===== src/rtl/codec_intf.sv =====
// I2S codec bridge: generates MCLK/SCLK/LRCLK, deserializes ADC data, serializes DAC data.
// Latency: rx pair presented 1 clk after right LSB sampled; tx MSB on SDin 16 clks after snapshot.
// No backpressure: fixed-rate stream, valid is a one-cycle strobe once per 1024-clk frame.
module codec_intf (
  input  logic        clk,
  input  logic        rst_n,
  input  logic        SDout,
  input  logic [15:0] lft_out,
  input  logic [15:0] rht_out,
  output logic        MCLK,
  output logic        SCLK,
  output logic        LRCLK,
  output logic        SDin,
  output logic [15:0] lft_in,
  output logic [15:0] rht_in,
  output logic        valid
);

  // Frame counter: one LRCLK period is 1024 clks, each half holds 32 SCLK slots.
  logic [9:0]  cnt;
  logic [4:0]  slot;

  // Receive path state
  logic [15:0] rx_shft;
  logic [15:0] lft_hold;

  // Transmit path state
  logic [15:0] tx_shft;
  logic [15:0] rht_buf;

  // Decoded edge qualifiers
  logic        rx_sample;
  logic        tx_edge;
  logic        tx_data_slot;
  logic        lft_done;
  logic        pair_done;
  logic        lft_load;
  logic        rht_load;

  assign slot = cnt[8:4];

  // Codec clocks are plain counter bits so they are glitch-free flop outputs.
  assign MCLK  = cnt[1];
  assign SCLK  = cnt[3];
  assign LRCLK = cnt[9];

  // SCLK rising edge happens on the clk edge leaving cnt[3:0]==7; slot 0 is the I2S delay bit.
  assign rx_sample    = (cnt[3:0] == 4'h7) && (slot >= 5'd1) && (slot <= 5'd16);
  // SCLK falling edge happens on the clk edge leaving cnt[3:0]==F.
  assign tx_edge      = (cnt[3:0] == 4'hF);
  // Driving on the slot N falling edge puts the bit in slot N+1, so slots 0..15 carry data.
  assign tx_data_slot = (slot <= 5'd15);
  assign lft_done     = (cnt == 10'h108);
  assign pair_done    = (cnt == 10'h308);
  assign lft_load     = (cnt == 10'h3FF);
  assign rht_load     = (cnt == 10'h1FF);

  // Free-running frame counter
  always_ff @(posedge clk or negedge rst_n) begin
    if (!rst_n) begin
      cnt <= 10'd0;
    end else begin
      cnt <= cnt + 10'd1;
    end
  end

  // Receive shift register: collect 16 bits MSB first in each half
  always_ff @(posedge clk or negedge rst_n) begin
    if (!rst_n) begin
      rx_shft <= 16'd0;
    end else if (rx_sample) begin
      rx_shft <= {rx_shft[14:0], SDout};
    end
  end

  // Park the left word until the right word completes so both are presented together
  always_ff @(posedge clk or negedge rst_n) begin
    if (!rst_n) begin
      lft_hold <= 16'd0;
    end else if (lft_done) begin
      lft_hold <= rx_shft;
    end
  end

  // Present the received pair with a one-cycle strobe; outputs hold between strobes
  always_ff @(posedge clk or negedge rst_n) begin
    if (!rst_n) begin
      lft_in <= 16'd0;
      rht_in <= 16'd0;
      valid  <= 1'b0;
    end else if (pair_done) begin
      lft_in <= lft_hold;
      rht_in <= rx_shft;
      valid  <= 1'b1;
    end else begin
      valid  <= 1'b0;
    end
  end

  // Right sample is snapshotted with the left one so the pair stays coherent
  always_ff @(posedge clk or negedge rst_n) begin
    if (!rst_n) begin
      rht_buf <= 16'd0;
    end else if (lft_load) begin
      rht_buf <= rht_out;
    end
  end

  // Transmit shifter: loads win over shifts; loads fall on slot-31 edges where SDin idles at 0
  always_ff @(posedge clk or negedge rst_n) begin
    if (!rst_n) begin
      tx_shft <= 16'd0;
      SDin    <= 1'b0;
    end else if (lft_load) begin
      tx_shft <= lft_out;
      SDin    <= 1'b0;
    end else if (rht_load) begin
      tx_shft <= rht_buf;
      SDin    <= 1'b0;
    end else if (tx_edge) begin
      if (tx_data_slot) begin
        SDin    <= tx_shft[15];
        tx_shft <= {tx_shft[14:0], 1'b0};
      end else begin
        SDin    <= 1'b0;
      end
    end
  end

endmodule


===== config.mk =====
export PLATFORM = sky130hd
export DESIGN_NAME = codec_intf
export DESIGN_NICKNAME = d
export VERILOG_FILES = /design/src/rtl/codec_intf.sv
export SDC_FILE = /design/constraint.sdc
export NUM_CORES = 1
export LEC_CHECK = 0
export BUFFER_PORTS_ARGS = -buffer_cell sky130_fd_sc_hd__buf_2
export CAP_MARGIN = 20
export CORE_MARGIN = 1
export CORE_UTILIZATION = 60
export CTS_CLUSTER_SIZE = 10
export DETAILED_ROUTE_END_ITERATION = 6
export PLACE_DENSITY = 0.92
export SYNTH_ARGS = -nofsm -noshare
export SYNTH_HDL_FRONTEND = slang
export SYNTH_SLANG_ARGS = --single-unit

===== constraint.sdc =====
create_clock -name clk -period 4.9 [get_ports clk]
set_input_delay 0.49 -clock clk [delete_from_list [all_inputs] [get_ports clk]]
set_output_delay 0.49 -clock clk [all_outputs]
set_load 0.01 [all_outputs]

==> impl_metrics.env <==
export IMPL_grt_first_pass_wirelength_mm=13.6
export IMPL_crit_fanout=16
export IMPL_synth_top_area_share=0.594
export IMPL_multi_input_area_sq_mm=0.00174
export IMPL_n_antenna_cell=0
export IMPL_setup_viol=0
export IMPL_path_class="flop to flop"
export IMPL_cts_path_max_buffers=2
export IMPL_n_fill_cell=520
export IMPL_finalHoldViolCount=0
export IMPL_total_power_mw=1.54
export IMPL_ant_nets=0
export IMPL_rows=31
export IMPL_initial_core_util=0.624
export IMPL_syn_cell_area_sq_mm=0.00455
export IMPL_drt_pass1_iter_count=4
export IMPL_drt_total_wl_mm=8.45
export IMPL_grt_pass1_vias=2813
export IMPL_fmax_mhz=379
export IMPL_power_density_mw_per_mm2=296
export IMPL_register_area_sq_mm=0.00270
export IMPL_cts_hold_buf=0
export IMPL_critPathLaunchType="flop"
export IMPL_wl_per_cell_um=17.3
export IMPL_grt_setup_unrepaired="false"
export IMPL_via_count=2802
export IMPL_fin_util=0.711
export IMPL_final_setup_skew_ns=0.0102
export IMPL_ir_worst_vdd_v=0.000174
export IMPL_path_clk_slew_ns=0.11
export IMPL_layout_cells_non_filler=488
export IMPL_yosysSeqAreaShare=0.594
export IMPL_ios=72
export IMPL_synth_edf_count=0
export IMPL_synth_cells=320
export IMPL_p_leak_nw=2.59
export IMPL_tightest_slew_ns=1.04
export IMPL_ys_warn_count=0
export IMPL_drv_slew=0
export IMPL_numClockSinks=108
export IMPL_cp_required_ns=5.16
export IMPL_worst_path_max_delay_cell="nor4b_4"
export IMPL_status="complete, no violations"
export IMPL_cp_top_family="simple AND/OR/NAND/NOR gates"
export IMPL_ys_types=31
export IMPL_critical_path_cell_chain="or4_1 > nor4b_4 > mux2_2"
export IMPL_ys_ff_latch=108
export IMPL_antenna_found_initial=0
export IMPL_cts_max_level=3
export IMPL_fp_dieW_um=89.1
export IMPL_post_place_ws_ns=2.23
export IMPL_period_needed_ns=2.64
export IMPL_fin_tns_setup_ns=0
export IMPL_hpwlAfterDp_mm=5.54
export IMPL_placed_cells_incl_taps=472
export IMPL_synth_area_top_cells="dfrtp_1, mux2_2, nor3b_1"
export IMPL_die_h_um=89.1
export IMPL_critPathArrivalTime_ns=2.90
export IMPL_drive_above_1_share=0.476
export IMPL_drc=0
export IMPL_routed_via_density=5.74
export IMPL_async_flop_share=1.00
export IMPL_cts_tree="built"
export IMPL_final_nets=421
export IMPL_synthFlopType="dfrtp_1"
export IMPL_hp_class="input pin to async pin"
export IMPL_worst_setup_path_end_kind="flop"
export IMPL_cp_num_buf_inv=0
export IMPL_root_buffer="clkbuf_8"
export IMPL_min_period_over_period=0.539
export IMPL_grt_max_degree=73
export IMPL_port_buffers=71
export IMPL_coreArea_sq_mm=0.00729
export IMPL_gp_congestion=0.802
export IMPL_clk_latency_ns=0.37
export IMPL_die_area_sq_mm=0.00794
export IMPL_cts_buffers=9
export IMPL_area_growth_pct=14.0
export IMPL_slew_headroom=0.301
export IMPL_drv_cap=0
export IMPL_yosysTopAreaCell="dfrtp_1"
export IMPL_cts_resized=0
export IMPL_cp_slowest_stage_delay_ns=0.95
export IMPL_synth_avg_cell_area_sq_um=14.2
export IMPL_gr_usage_all_layers=0.228
export IMPL_drt_iter0_markers=69
export IMPL_cts_setup_buffers=0
export IMPL_setup_ws_ns=2.26
export IMPL_syn_nets=357
export IMPL_overflow=0
routing by layer:
metal | wire, um | track usage
met4 | 121 | 0.0866
met2 | 4410 | 0.404
met1 | 3590 | 0.287
met3 | 323 | 0.0314
met5 | 0 | 0
worst register-to-register path, cell delays in order, from the launching register on:
cell and delay, ns:
dfrtp_1 0.44, or4_1 0.70, nor4b_4 0.95, mux2_2 0.45
report_power, final:
part	switching [mW]	internal, mW	total [mW]
Combinational	0.0201	0.0109	0.0310
Clock	0.316	0.297	0.613
Sequential	0.000949	0.891	0.892
Total	0.337	1.20	1.54
registers in the layout, summed over array words and instances (netlist names):
name / cells
rht_buf: 16
SDin: 1
rht_in: 16
lft_hold: 16
lft_in: 16
valid: 1
rx_shft: 16
cnt: 10
tx_shft: 16
cell families after synthesis:
logic type / count (synthesis) / share of synthesized area
flip-flops: 108 / 0.594
XOR/XNOR: 8 / 0.0154
AO/OA/AOI/OAI: 22 / 0.0338
AND/OR/NAND/NOR: 59 / 0.0850
adder cells (fa/ha/maj): 2 / 0.00550
multiplexers: 97 / 0.241
buffers and inverters: 24 / 0.0256
metrics by stage:
| step | hold WS, ns | cell area (sq um) |
|---|---|---|
| 6_report | 0.221 | 5190 |
| 2_1_floorplan | 0.194 | 4550 |
| 3_3_place_gp | 0.481 | 4960 |
| 5_1_grt | 0.294 | 5190 |
| 4_1_cts | 0.255 | 5190 |
| 3_5_place_dp | 0.491 | 4960 |
cell usage after synthesis (4+ instances only):
| library cell | count |
|---|---|
| a311oi_1 | 6 |
| o22ai_1 | 15 |
| xnor2_1 | 6 |
| nand3_1 | 6 |
| buf_4 | 4 |
| nor3b_1 | 14 |
| clkbuf_1 | 13 |
| nand2_1 | 4 |
| mux2i_1 | 6 |
| nor3_1 | 19 |
| mux2_2 | 90 |
| dfrtp_1 | 108 |
cell type report:
type	instances	share of cell area
clock inverters	7	0.0205
flip-flops and latches	108	0.521
multi-input cells	188	0.335
inverters	3	0.00217
repair buffers	74	0.0733
well taps	99	0.0239
clock buffers	9	0.0239
placed cells by master (no fill, tap or decap), types with 2 or more instances in the layout:
cell type  count
bufinv_16      2
nand2_1        4
xnor2_1        6
nand4b_1       2
mux2i_1        6
buf_2         70
inv_6          2
inv_1          3
dfrtp_1      108
clkinv_4       2
nand4_1        3
buf_4          4
xor2_1         2
ha_1           2
nor3_1        19
nand3_1        6
mux2_2        90
clkbuf_8       9
nor3b_1       14
a311oi_1       6
o22ai_1       15
path summary, 6_finish.rpt:
check | start | endpoint | slack (ns) | cells past startpoint
hold reg to reg | lft_hold[12]$_DFFE_PN0N_ | lft_in[12]$_DFFE_PN0P_ | 0.51 | 1
max in group asynchronous | rst_n | cnt[0]$_DFF_PN0_ | 3.69 | 2
setup / recovery | cnt[6]$_DFF_PN0_ | lft_hold[14]$_DFFE_PN0N_ | 2.26 | 3
min in group clk | rht_out[11] | rht_buf[11]$_DFFE_PN0N_ | 0.35 | 2
setup reg to reg | cnt[6]$_DFF_PN0_ | lft_hold[14]$_DFFE_PN0N_ | 2.26 | 3
hold / removal | rst_n | rht_in[3]$_DFFE_PN0P_ | 0.22 | 1
No activity file was read; power rests on OpenSTA's default activity.
